[config.mk]
export PLATFORM = sky130hd
export DESIGN_NAME = hazard_control_unit
export DESIGN_NICKNAME = d
export VERILOG_FILES = /design/src/rtl/hazard_pkg.sv /design/src/rtl/hazard_detect.sv /design/src/rtl/hazard_control_unit.sv
export SDC_FILE = /design/constraint.sdc
export NUM_CORES = 1
export LEC_CHECK = 0
export CORE_ASPECT_RATIO = 0.75
export CORE_MARGIN = 2
export CORE_UTILIZATION = 50
export DETAILED_ROUTE_END_ITERATION = 8
export PLACE_DENSITY_LB_ADDON = 0.25
export SLEW_MARGIN = 20
export SYNTH_ARGS = -nofsm -noshare
export SYNTH_HDL_FRONTEND = slang
export SYNTH_SLANG_ARGS = --single-unit
[constraint.sdc]
create_clock -name clk -period 3.8 [get_ports clk]
set_clock_uncertainty 0.05 [all_clocks]
set_input_delay 0.38 -clock clk [delete_from_list [all_inputs] [get_ports clk]]
set_output_delay 0.38 -clock clk [all_outputs]
set_load 0.01 [all_outputs]
[src/rtl/hazard_pkg.sv]
// Shared types and constants for the ID-stage hazard / halt controller.
package hazard_pkg;

  typedef enum logic [1:0] {
    RUN    = 2'd0,
    DRAIN  = 2'd1,
    HALTED = 2'd2
  } state_t;

  localparam logic [4:0] REG_A7    = 5'd17;
  localparam int unsigned HALT_CODE = 10;

endpackage

[src/rtl/hazard_detect.sv]
// Combinational detection of hazards that forwarding cannot cover:
// load-use on rs1/rs2 and an ecall whose a7 operand is not yet available.
module hazard_detect
  import hazard_pkg::*;
(
  input  logic [4:0] IF_ID_rs1,
  input  logic [4:0] IF_ID_rs2,
  input  logic       IF_ID_use_rs1,
  input  logic       IF_ID_use_rs2,
  input  logic       IF_ID_is_ecall,
  input  logic [4:0] ID_EX_rd,
  input  logic       ID_EX_MemRead,
  input  logic       ID_EX_RegWrite,
  input  logic [4:0] EX_MEM_rd,
  input  logic       EX_MEM_MemRead,
  output logic       load_use,
  output logic       ecall_dep
);

  always_comb begin
    load_use  = ID_EX_MemRead && (ID_EX_rd != '0) &&
                ((IF_ID_use_rs1 && (IF_ID_rs1 == ID_EX_rd)) ||
                 (IF_ID_use_rs2 && (IF_ID_rs2 == ID_EX_rd)));
    // a7 still in flight: produced in EX, or a load result not back until after MEM
    ecall_dep = IF_ID_is_ecall &&
                ((ID_EX_RegWrite && (ID_EX_rd == REG_A7)) ||
                 (EX_MEM_MemRead && (EX_MEM_rd == REG_A7)));
  end

endmodule

[src/rtl/hazard_control_unit.sv]
// Stall/bubble control, halt sequencing (RUN -> DRAIN -> HALTED) and a
// saturating counter of hazard-stall cycles.
module hazard_control_unit
  import hazard_pkg::*;
#(
  parameter int unsigned DRAIN_CYCLES = 2,
  parameter int unsigned CNT_W        = 32
) (
  input  logic             clk,
  input  logic             reset_n,
  input  logic [4:0]       IF_ID_rs1,
  input  logic [4:0]       IF_ID_rs2,
  input  logic             IF_ID_use_rs1,
  input  logic             IF_ID_use_rs2,
  input  logic             IF_ID_is_ecall,
  input  logic             ecall_is_halt,
  input  logic [4:0]       ID_EX_rd,
  input  logic             ID_EX_MemRead,
  input  logic             ID_EX_RegWrite,
  input  logic [4:0]       EX_MEM_rd,
  input  logic             EX_MEM_MemRead,
  output logic             PCWrite,
  output logic             IF_ID_Write,
  output logic             ID_EX_bubble,
  output logic             is_halted,
  output logic [CNT_W-1:0] stall_cycles
);

  localparam int unsigned DW = (DRAIN_CYCLES > 1) ? $clog2(DRAIN_CYCLES) : 1;

  state_t          state, state_nxt;
  logic [DW-1:0]   drain_cnt, drain_nxt;
  logic            load_use, ecall_dep, hazard, halt_req;
  logic            freeze, count_stall;

  hazard_detect u_detect (
    .IF_ID_rs1      (IF_ID_rs1),
    .IF_ID_rs2      (IF_ID_rs2),
    .IF_ID_use_rs1  (IF_ID_use_rs1),
    .IF_ID_use_rs2  (IF_ID_use_rs2),
    .IF_ID_is_ecall (IF_ID_is_ecall),
    .ID_EX_rd       (ID_EX_rd),
    .ID_EX_MemRead  (ID_EX_MemRead),
    .ID_EX_RegWrite (ID_EX_RegWrite),
    .EX_MEM_rd      (EX_MEM_rd),
    .EX_MEM_MemRead (EX_MEM_MemRead),
    .load_use       (load_use),
    .ecall_dep      (ecall_dep)
  );

  assign hazard   = load_use || ecall_dep;
  // ecall_is_halt depends on a forwarded a7, so it is only trusted without ecall_dep
  assign halt_req = (state == RUN) && IF_ID_is_ecall && ecall_is_halt && !hazard;

  always_comb begin
    state_nxt   = state;
    drain_nxt   = drain_cnt;
    freeze      = 1'b1;
    count_stall = 1'b0;
    case (state)
      RUN: begin
        freeze      = hazard || halt_req;
        count_stall = hazard;
        if (halt_req) begin
          state_nxt = DRAIN;
          drain_nxt = DW'(DRAIN_CYCLES - 1);
        end
      end
      DRAIN: begin
        if (drain_cnt == '0) state_nxt = HALTED;
        else                 drain_nxt = drain_cnt - 1'b1;
      end
      HALTED:  state_nxt = HALTED;
      default: state_nxt = RUN;
    endcase
  end

  always_ff @(posedge clk or negedge reset_n) begin
    if (!reset_n) begin
      state        <= RUN;
      drain_cnt    <= '0;
      stall_cycles <= '0;
    end else begin
      state     <= state_nxt;
      drain_cnt <= drain_nxt;
      if (count_stall && (stall_cycles != '1))
        stall_cycles <= stall_cycles + 1'b1;
    end
  end

  assign is_halted    = (state == HALTED);
  assign PCWrite      = reset_n && !freeze;
  assign IF_ID_Write  = reset_n && !freeze;
  assign ID_EX_bubble = !reset_n || freeze;

endmodule
==> out/summary.log, run 1 <==
[outcome] outcome completed
[cells_and_area] layout cells sized above 1 0.08397
[floorplan] Die X-Extent 78.45 um
[global_route] overall global routing resource usage 0.2286
[global_route] global-route wire length before repair 8128 um
[floorplan] die height 59.84 um
[clock_network] Max Buffers Root-to-Sink 2
[power] worst vdd ir 0.3245 mV
[clock_network] clk root buf clkbuf_8
[logic_synthesis] number of enable flip-flop cells after synthesis 0
[global_route] largest net degree at the start of global routing 36
[timing] Highest Clock Rate 334.0 MHz
[cells_and_area] Syn-to-layout area delta 36.60%
[min_path] type of the tightest min-delay check reg -> reg
[floorplan] row count 20
[route] number of design rule violations left after detail routing 0
[setup_path] worst endpoint required time 3.37 ns
[cells_and_area] Final Net Count 295
[timing] Tightest Pin Transition 0.5210 ns
[timing] final hold violations 0
[cells_and_area] Ant. Diodes 0
[logic_synthesis] proportion of synthesized chip area in sequential cells 0.4214
[clock_network] sinks on the clock net 35
[logic_synthesis] asr flop ratio synth 1.000
[clock_network] clock insertion delay at the later pin of the skew report 0.29 ns
[setup_path] critical setup path kind in -> out
[global_route] number of antenna violations at the first check in global routing 0
[global_route] overall overflow remaining after global route 0
[route] number of nets with antenna violations after routing 0
[clock_network] count of H-tree levels built during CTS 2
[route] number of design-rule violations left by the first detailed-router iteration 150
[placement] number of port buffers 64
[floorplan] effective utilization at floorplan 0.5158
[route] vias 1698
[clock_network] clock transition at the registers of the reported paths 0.07 ns
[setup_path] Worst Setup Start Kind input port
[clock_network] TritonCTS clock tree yes
[setup_path] data arrival time of the critical path 2.56 ns
[route] Pre-Repair DR Iteration Count 4
[setup_path] critical path peak fanout 3
[timing] final total negative setup slack 0 ns
[timing] post-layout minimum cycle time 2.994 ns
[timing] count of final setup violators 0
[timing] post-route worst setup slack 0.8057 ns
[logic_synthesis] post-synthesis register bit count 35
[cells_and_area] leading cell types in the layout, fill and taps excluded clkdlybuf4s50_1 (64), xor2_1 (37), dfrtp_1 (35)
[logic_synthesis] number of nets produced by synthesis 234
[cells_and_area] final core occ 0.7047
[placement] worst slack, placed 0.8228 ns
[floorplan] area of the die 0.004694 sq mm
[timing] unrepaired setup endpoints after global routing no
[setup_path] kind of capture point of the worst setup path primary output
[timing] worst rel slew slack 0.6500
[route] Avg WL per Cell 15.12 um
[logic_synthesis] Avg Cell Area, Syn 10.39 sq um
[timing] count of final max-slew check failures 0
[logic_synthesis] warning count from the yosys run 0
[cells_and_area] most frequent standard cell in the layout excluding fill and tap cells clkdlybuf4s50_1
[clock_network] post-CTS setup-driven buffer insertion count 0
[job] total of max-cap violations 0
[logic_synthesis] post-synth design cell area 0.002078 sq mm
[global_route] number of global-route vias before repair 1667
[clock_network] hold buffer count at CTS 0
[floorplan] I/O pin cnt 65
[power] leak pwr 1.336 nW
[route] average vias per placed instance 5.356
[power] ratio of total power to cell area 384.1 mW/mm^2
[clock_network] cts repair resizes 0
[logic_synthesis] gate count of the mapped netlist 200
[clock_network] number of CTS-inserted buffers 5
[route] routed wire length 4792 um
[timing] crit share post-route 0.7880
[placement] gpl congestion 0.7532
[logic_synthesis] count of distinct cell types in the synthesized netlist 44
[floorplan] core region area 0.004029 sq mm
[logic_synthesis] most frequently used flop master after synthesis dfrtp_1
[placement] HPWL after DPL 3456 um
[timing] final worst hold slack 0.4353 ns
==> final timing paths <==
check	start	endpoint	slack, ns	cells past startpoint
setup / recovery	ID_EX_rd[1]	PCWrite	0.81	7
hold / removal	stall_cycles[23]$_DFFE_PN0P_	stall_cycles[23]$_DFFE_PN0P_	0.44	1
setup reg to reg	stall_cycles[0]$_DFFE_PN0P_	stall_cycles[1]$_DFFE_PN0P_	1.01	7
hold reg to reg	stall_cycles[23]$_DFFE_PN0P_	stall_cycles[23]$_DFFE_PN0P_	0.44	1
max in group asynchronous	reset_n	stall_cycles[16]$_DFFE_PN0P_	2.84	2
min in group asynchronous	reset_n	stall_cycles[13]$_DFFE_PN0P_	0.55	2
==> final cells by class <==
cell class | instances | area [sq um]
fillers | 310 | 1190
multi-input cells | 149 | 1106
flip-flops and latches | 35 | 875.8
repair buffers | 66 | 655.6
clock buffers | 6 | 82.58
well taps | 55 | 68.82
clock inverters | 2 | 35.03
inverters | 4 | 15.01
==> report_power, final <==
part / internal, mW / total (mW) / switching, mW / leakage, nW
registers: 0.405 / 0.439 / 0.0337 / 0.474
clock network: 0.212 / 0.345 / 0.133 / 0.0612
logic: 0.149 / 0.306 / 0.157 / 0.800
==> sequential cells by signal, indices dropped and copies added (netlist names) <==
| name | flops |
|---|---|
| state | 2 |
| stall_cycles | 32 |
| drain_cnt | 1 |
==> cell usage after synthesis (2+ instances only) <==
library cell | n | area share
buf_4 | 4 | 0.014
nand4_4 | 2 | 0.020
or4_1 | 2 | 0.0072
nor2_1 | 5 | 0.0090
and3_1 | 8 | 0.024
nor4_1 | 12 | 0.036
mux2_2 | 2 | 0.011
nand2_1 | 14 | 0.025
dfrtp_1 | 35 | 0.42
buf_2 | 5 | 0.012
nand3_1 | 8 | 0.019
ha_1 | 5 | 0.030
inv_1 | 4 | 0.0072
nand4_1 | 10 | 0.030
or3_1 | 2 | 0.0060
xor2_1 | 37 | 0.16
buf_6 | 2 | 0.011
xnor2_1 | 3 | 0.013
nor3_1 | 15 | 0.036
==> cell families after synthesis <==
family,share of synthesized area
flops,0.4214
fa+ha+maj,0.03010
buf+inv,0.04635
compound gates,0.04274
simple gates,0.2727
mux,0.01806
xor+xnor,0.1686
==> routing by layer <==
metal / vias to the layer above / part of all wire / GRT usage
met5: - / 0 / 0
met4: 0 / 0.011 / 0.08271
met1: 813 / 0.50 / 0.3269
li1: 842 / - / -
met3: 7 / 0.039 / 0.04683
met2: 36 / 0.45 / 0.3485
==> through the flow <==
step                power, mW  instances  cell area [sq um]
floorplan              0.6387        200               2078
global placement       0.7408        309               2721
detailed placement     0.7516        309               2721
CTS                     1.096        317               2839
global route            1.145        317               2839
finish                  1.090        317               2839
==> worst max-delay path, cell delays in order <==
cell and delay (ns):
clkdlybuf4s50_1 0.46, or3_1 0.44, o31ai_1 0.33, a2bb2oi_2 0.18
nand4_1 0.12, inv_1 0.11, clkdlybuf4s50_1 0.54
(Power assumes the default switching activity.)
==> inputs of run 2 (changes only) <==
--- a/config.mk
+++ b/config.mk
@@ -7,7 +7,7 @@
 export LEC_CHECK = 0
 export CORE_ASPECT_RATIO = 0.75
 export CORE_MARGIN = 2
-export CORE_UTILIZATION = 50
+export CORE_UTILIZATION = 42
 export DETAILED_ROUTE_END_ITERATION = 8
 export PLACE_DENSITY_LB_ADDON = 0.25
 export SLEW_MARGIN = 20
==> constraint.sdc (replaced) <==
create_clock -name clk -period 2.7 [get_ports clk]
set_clock_uncertainty 0.05 [all_clocks]
set_input_delay 0.27 -clock clk [delete_from_list [all_inputs] [get_ports clk]]
set_output_delay 0.27 -clock clk [all_outputs]
set_load 0.01 [all_outputs]
==> run 2 against run 1 <==
Compared with the run above:
- global-route usage down 4.2 points
- critical path depth stayed put
- worst setup slack got worse by 0.56 ns
- largest cell class unchanged
- clock-buffer cell count did not move
- first-iteration DRC count fell by 39%
- die area up 18%
==> out/summary.log, run 2 (same netlist as run 1, synthesis figures left out) <==
[cells_and_area] Syn-to-layout area delta 40.52%
[route] number of design-rule violations left by the first detailed-router iteration 91 [-39%]
[global_route] Top Usage Layer GRT met1
[timing] count of final max-slew check failures 0 [unchanged]
[power] sequential group share of total power 0.386 [-0.016]
[outcome] outcome completed
[job] total of max-cap violations 0 [unchanged]
[route] routed wire length 4887 um [+2.0%]
[global_route] met3 layer usage reported by global route 0.04331 [-0.003516]
[clock_network] sinks on the clock net 35 [unchanged]
[cells_and_area] largest reg by FF count stall_cycles
[clock_network] Max Buffers Root-to-Sink 2 [unchanged]
[route] vias 1751 [+3.1%]
[cells_and_area] largest registers stall_cycles: 32 flops, state: 2 flops, drain_cnt: 1 flops
[cells_and_area] count of filler cells inserted in the layout 406 [+31%]
[global_route] number of global-route vias before repair 1671 [+0.24%]
[clock_network] clock transition at the registers of the reported paths 0.07 ns [about the same]
[global_route] met1 Resource Use GR 0.2759 [-0.05094]
[route] Avg WL per Cell 14.81 um [-2.0%]
[route] number of design rule violations left after detail routing 0 [unchanged]
[clock_network] number of CTS-inserted buffers 5 [unchanged]
[floorplan] core region area 0.004817 sq mm [+20%]
[power] design internal power 1.093 mW [+43%]
[global_route] met2 layer usage reported by global route 0.2637 [-0.08485]
[power] switching component of the power 0.4844 mW [+49%]
[setup_path] Worst Setup Start Kind flip-flop
[setup_path] dominant delay contributor by cell family on the critical path simple AND/OR/NAND/NOR gates
[clock_network] count of H-tree levels built during CTS 2 [unchanged]
[cells_and_area] Final Net Count 303 [+2.7%]
[floorplan] effective utilization at floorplan 0.4314 [-0.08441]
[power] fraction of power consumed by the clock network 0.319 [+0.002]
[clock_network] clock insertion delay at the later pin of the skew report 0.30 ns [about the same]
[setup_path] critical path's slowest cell dfrtp_1
[clock_network] clk root buf clkbuf_8
[setup_path] worst endpoint required time 2.83 ns [-0.54 ns]
[timing] post-layout minimum cycle time 2.458 ns
[timing] unrepaired setup endpoints after global routing no
[cells_and_area] layout cells sized above 1 0.1148 [+0.03085]
[power] combinational power share 0.296 [+0.015]
[route] average vias per placed instance 5.306 [-0.94%]
[setup_path] data arrival time of the critical path 2.59 ns [+0.03 ns]
[placement] worst slack, placed -0.01388 ns [-0.8366 ns]
[timing] Highest Clock Rate 406.8 MHz
[cells_and_area] max reg flops 32 [unchanged]
[clock_network] TritonCTS clock tree yes
[timing] crit share post-route 0.9105
[route] number of nets with antenna violations after routing 0 [unchanged]
[floorplan] row count 22 [+10%]
[placement] HPWL after DPL 3354 um [-3.0%]
[timing] final hold violations 0 [unchanged]
[setup_path] reg-to-reg critical path startpoint stall_cycles[1]$_DFFE_PN0P_
[global_route] overall overflow remaining after global route 0 [unchanged]
[cells_and_area] most frequent standard cell in the layout excluding fill and tap cells clkdlybuf4s50_1
[floorplan] die height 64.92 um [+8.5%]
[timing] worst rel slew slack 0.6412 [-0.008832]
[min_path] type of the tightest min-delay check in -> async
[power] worst vdd ir 0.5338 mV [+64%]
[setup_path] Critical Path, Cell by Cell ha_1, and3_1, nand4_4, nor4_4, or2b_4, nor2_2, mux2_4
[power] leak pwr 1.419 nW [+6.3%]
[floorplan] area of the die 0.005533 sq mm [+18%]
[route] Pre-Repair DR Iteration Count 4 [unchanged]
[cells_and_area] cell area after layout 0.002920 sq mm [+2.9%]
[global_route] number of antenna violations at the first check in global routing 0 [unchanged]
[global_route] largest net degree at the start of global routing 36 [unchanged]
[global_route] overall global routing resource usage 0.1869 [-0.04169]
[setup_path] buffer and inverter count on the worst path 0 [-3]
[cells_and_area] final core occ 0.6062 [-0.09842]
[power] ratio of total power to cell area 540.1 mW/mm^2 [+41%]
[placement] area post-placement 0.002765 sq mm [+1.6%]
[cells_and_area] leading cell types in the layout, fill and taps excluded clkdlybuf4s50_1 (60), xor2_1 (37), dfrtp_1 (35)
[setup_path] register-to-register path setup slack 0.24 ns [-0.77 ns]
[timing] post-route worst setup slack 0.2416 ns [-0.5641 ns]
[setup_path] capturing point of the worst reg2reg path stall_cycles[1]$_DFFE_PN0P_
[setup_path] critical path peak fanout 23 [+20]
[cells_and_area] Ant. Diodes 0 [unchanged]
[floorplan] Die X-Extent 85.23 um [+8.6%]
[timing] Tightest Pin Transition 0.5382 ns [+0.01716 ns]
[power] Sw Share 0.3071 [+0.009826]
[setup_path] Worst Reg-to-Reg Cells 7 [unchanged]
[clock_network] hold buffer count at CTS 0 [unchanged]
[placement] gpl congestion 0.7806 [+3.6%]
[floorplan] I/O pin cnt 65 [unchanged]
[placement] number of port buffers 64 [unchanged]
[setup_path] critical setup path kind reg -> reg
[setup_path] stage delay of the slowest cell on the critical path 0.42 ns [-0.12 ns]
[global_route] global-route wire length before repair 8135 um [about the same]
[timing] count of final setup violators 0 [unchanged]
[setup_path] kind of capture point of the worst setup path flip-flop
run 2: cell count changes in the layout (fill, tap and decap cells not counted):
| cell | change |
|---|---|
| buf_4 | +8 |
| clkdlybuf4s50_1 | -4 |
| dlymetal6s2s_1 | +4 |
| o31ai_1 | -1 |
| o31ai_2 | +1 |
run 2: how the worst max path moves through the flow:
stage                                 from                          end  slack, ns  cells after the start
2_1_floorplan                  ID_EX_rd[1]                      PCWrite       0.46                      7
3_3_place_gp                   ID_EX_rd[1]                      PCWrite       0.04                      7
3_5_place_dp                   ID_EX_rd[3]                  IF_ID_Write      -0.01                      9
4_1_cts                        ID_EX_rd[3]                  IF_ID_Write      0.004                      9
5_1_grt        stall_cycles[1]$_DFFE_PN0P_  stall_cycles[1]$_DFFE_PN0P_       0.13                      7
6_report       stall_cycles[1]$_DFFE_PN0P_  stall_cycles[1]$_DFFE_PN0P_       0.24                      7
run 2: power by group through the flow:
stage / Combinational [mW] / Sequential (mW) / Clock, mW
2_1_floorplan: 0.271 / 0.627 / 0
3_3_place_gp: 0.452 / 0.616 / 0
3_5_place_dp: 0.457 / 0.618 / 0
4_1_cts: 0.462 / 0.608 / 0.513
5_1_grt: 0.502 / 0.616 / 0.534
6_report: 0.466 / 0.609 / 0.502
run 2: stage by stage:
stage,cells,hold slack (ns),setup TNS [ns],power [mW]
3_5_place_dp,319,0.4291,-0.02667,1.075
5_1_grt,330,0.4683,0,1.652
4_1_cts,328,0.4391,0,1.583
2_1_floorplan,200,-0.07559,0,0.8989
6_report,330,0.4404,0,1.577
3_3_place_gp,319,0.4211,0,1.068
run 2: per-layer routing:
metal	part of all wire	wire (um)
met3	0.044	215
met1	0.50	2441
met2	0.44	2156
met5	0	0
met4	0.015	74
run 2: repair_timing:
action                     CTS  global route
pin swaps                    2             1
setup endpoints to repair    2             3
setup buffers                1             2
resized for setup            1             4
run 2: layout make-up:
class                   instances  area [sq um]  area share
multi-input cells             149          1111      0.3805
clock buffers                   6         82.58     0.02828
inverters                       4         15.01    0.005141
repair buffers                 74         725.7      0.2485
clock inverters                 2         35.03     0.01200
well taps                      60         75.07     0.02571
flip-flops and latches         35         875.8      0.2999
==> inputs of run 3 (changes only) <==
--- a/config.mk
+++ b/config.mk
@@ -7,9 +7,9 @@
 export LEC_CHECK = 0
 export CORE_ASPECT_RATIO = 0.75
 export CORE_MARGIN = 2
-export CORE_UTILIZATION = 42
+export CORE_UTILIZATION = 50
 export DETAILED_ROUTE_END_ITERATION = 8
-export PLACE_DENSITY_LB_ADDON = 0.25
+export PLACE_DENSITY_LB_ADDON = 0.05
 export SLEW_MARGIN = 20
 export SYNTH_ARGS = -nofsm -noshare
 export SYNTH_HDL_FRONTEND = slang
==> constraint.sdc (replaced) <==
create_clock -name clk -period 3 [get_ports clk]
set_clock_uncertainty 0.05 [all_clocks]
set_input_delay 0.3 -clock clk [delete_from_list [all_inputs] [get_ports clk]]
set_output_delay 0.3 -clock clk [all_outputs]
set_load 0.01 [all_outputs]
==> run 3 against run 2 <==
Compared with the run above:
- cell count shrank 3.9%
- critical path depth is the same
- clock-buffer cell count is the same
- first-iteration DRC count grew 9.9%
- critical path type is now in -> out
- highest routed layer unchanged
==> out/summary.log, run 3 (same netlist as run 1, synthesis figures left out) <==
[global_route] largest net degree at the start of global routing 36 [unchanged]
[cells_and_area] Ant. Diodes 0 [unchanged]
[route] number of nets with antenna violations after routing 0 [unchanged]
[setup_path] critical setup path kind in -> out
[clock_network] post-CTS setup-driven buffer insertion count 0 [-1]
[setup_path] critical path peak fanout 3 [-87%]
[global_route] overall global routing resource usage 0.2124 [+0.02549]
[outcome] outcome completed
[cells_and_area] Cell Count, Final, Fillers Out 317 [-3.9%]
[route] average vias per placed instance 5.470 [+3.1%]
[min_path] type of the tightest min-delay check in -> async
[clock_network] clk root buf clkbuf_8
[placement] gpl congestion 0.7202 [-7.7%]
[cells_and_area] most frequent standard cell in the layout excluding fill and tap cells clkdlybuf4s50_1
[power] switching component of the power 0.4041 mW [-17%]
[setup_path] data arrival time of the critical path 2.49 ns [-0.10 ns]
[timing] unrepaired setup endpoints after global routing no
[timing] Highest Clock Rate 351.8 MHz
[timing] post-layout minimum cycle time 2.842 ns
[route] Pre-Repair DR Iteration Count 4 [unchanged]
[timing] count of final setup violators 0 [unchanged]
[global_route] global-route wire length before repair 7638 um [-6.1%]
[route] routed wire length 4720 um [-3.4%]
[setup_path] Worst Reg-to-Reg Cells 7 [unchanged]
[power] power consumption 1.349 mW [-14%]
[job] total of max-cap violations 0 [unchanged]
[global_route] number of antenna violations at the first check in global routing 0 [unchanged]
[setup_path] worst endpoint required time 2.65 ns [-0.18 ns]
[cells_and_area] Final Net Count 296 [-2.3%]
[cells_and_area] area taken by multi-input logic gates 0.001106 sq mm [-0.45%]
[clock_network] count of H-tree levels built during CTS 2 [unchanged]
[floorplan] core region area 0.004029 sq mm [-16%]
[timing] crit share post-route 0.9474
[cells_and_area] leading cell types in the layout, fill and taps excluded clkdlybuf4s50_1 (64), xor2_1 (37), dfrtp_1 (35)
[cells_and_area] largest registers stall_cycles: 32 flops, state: 2 flops, drain_cnt: 1 flops
[cells_and_area] count of filler cells inserted in the layout 333 [-18%]
[floorplan] area of the die 0.004694 sq mm [-15%]
[timing] final worst hold slack 0.4281 ns [-0.01234 ns]
[cells_and_area] largest reg by FF count stall_cycles
[timing] count of final max-slew check failures 0 [unchanged]
[setup_path] kind of capture point of the worst setup path primary output
[timing] final hold violations 0 [unchanged]
[placement] area post-placement 0.002729 sq mm [-1.3%]
[timing] final total negative setup slack 0 ns [unchanged]
[route] number of design rule violations left after detail routing 0 [unchanged]
[power] fraction of power consumed by the clock network 0.302 [-0.017]
[global_route] number of global-route vias before repair 1598 [-4.4%]
[route] vias 1734 [-0.97%]
[power] leak pwr 1.331 nW [-6.2%]
[clock_network] sinks on the clock net 35 [unchanged]
[clock_network] Max Buffers Root-to-Sink 2 [unchanged]
[placement] number of cells in the design after placement 310 [-2.8%]
[floorplan] die height 59.84 um [-7.8%]
[global_route] overall overflow remaining after global route 0 [unchanged]
[cells_and_area] Register Area 875.8 sq um [unchanged]
[power] sequential group share of total power 0.411 [+0.025]
[floorplan] effective utilization at floorplan 0.5158 [+0.08441]
[placement] number of port buffers 64 [unchanged]
[setup_path] Worst Setup Start Kind input port
[cells_and_area] cell area after layout 0.002831 sq mm [-3.0%]
[clock_network] clock transition at the registers of the reported paths 0.07 ns [about the same]
[power] combinational power share 0.287 [-0.009]
[cells_and_area] layout cells sized above 1 0.08015 [-0.03466]
[timing] Tightest Pin Transition 0.4795 ns [-0.05871 ns]
[cells_and_area] Syn-to-layout area delta 36.24%
[cells_and_area] max reg flops 32 [unchanged]
[floorplan] I/O pin cnt 65 [unchanged]
[floorplan] Die X-Extent 78.45 um [-8.0%]
[timing] worst rel slew slack 0.6803 [+0.03914]
[route] Avg WL per Cell 14.89 um [+0.54%]
[power] design internal power 0.9453 mW [-13%]
[placement] HPWL after DPL 3348 um [-0.18%]
[power] ratio of total power to cell area 476.6 mW/mm^2 [-12%]
[power] worst vdd ir 0.4333 mV [-19%]
[route] number of design-rule violations left by the first detailed-router iteration 100 [+9.9%]
[clock_network] hold buffer count at CTS 0 [unchanged]
[clock_network] cts repair resizes 0 [-1]
[clock_network] clock insertion delay at the later pin of the skew report 0.29 ns [about the same]
[power] Sw Share 0.2995 [-0.007633]
[floorplan] row count 20 [-9.1%]
[clock_network] TritonCTS clock tree yes
[clock_network] number of CTS-inserted buffers 5 [unchanged]
[run 3: final cells by class]
| cell class | count | area share |
|---|---|---|
| inverters | 4 | 0.005303 |
| multi-input cells | 149 | 0.3906 |
| flip-flops and latches | 35 | 0.3093 |
| repair buffers | 67 | 0.2342 |
| clock buffers | 6 | 0.02563 |
| clock inverters | 1 | 0.01061 |
| well taps | 55 | 0.02430 |
[run 3: stage by stage]
| step | utilization | worst slack (ns) |
|---|---|---|
| detailed placement | 0.6773 | 0.1747 |
| global route | 0.7028 | 0.05502 |
| CTS | 0.7028 | 0.1577 |
| floorplan | - | 0.7039 |
| finish | 0.7028 | 0.1577 |
| global placement | 0.6773 | 0.2052 |
[run 3: power groups by stage]
stage                     logic, mW  registers (mW)  clock network [mW]
after CTS                     0.392           0.555               0.418
after global routing          0.425           0.562               0.438
final                         0.387           0.555               0.407
after detailed placement      0.391           0.563                   0
after global placement        0.383           0.562                   0
after floorplan               0.244           0.565                   0
[run 3: metal layers]
layer,vias to the layer above,global-route usage,routed length (um)
li1,837,-,-
met1,825,0.3169,2444
met3,7,0.04834,260
met4,0,0.06767,55
met5,-,0,0
met2,65,0.3079,1961
[run 3: worst max-delay path, cell delays in order]
cell and delay, ns:
clkdlybuf4s50_1 0.47, or3_1 0.44, o31ai_1 0.32, a2bb2oi_2 0.18, nand4_1 0.13, inv_1 0.12
clkdlybuf4s50_1 0.54
[run 3: final timing paths]
check / from / endpoint / slack, ns
max: ID_EX_rd[1] / IF_ID_Write / 0.16
min in group clk: stall_cycles[6]$_DFFE_PN0P_ / stall_cycles[6]$_DFFE_PN0P_ / 0.43
max in group asynchronous: reset_n / stall_cycles[13]$_DFFE_PN0P_ / 2.16
min: reset_n / stall_cycles[10]$_DFFE_PN0P_ / 0.43
min reg2reg: stall_cycles[6]$_DFFE_PN0P_ / stall_cycles[6]$_DFFE_PN0P_ / 0.43
max reg2reg: stall_cycles[0]$_DFFE_PN0P_ / stall_cycles[1]$_DFFE_PN0P_ / 0.53
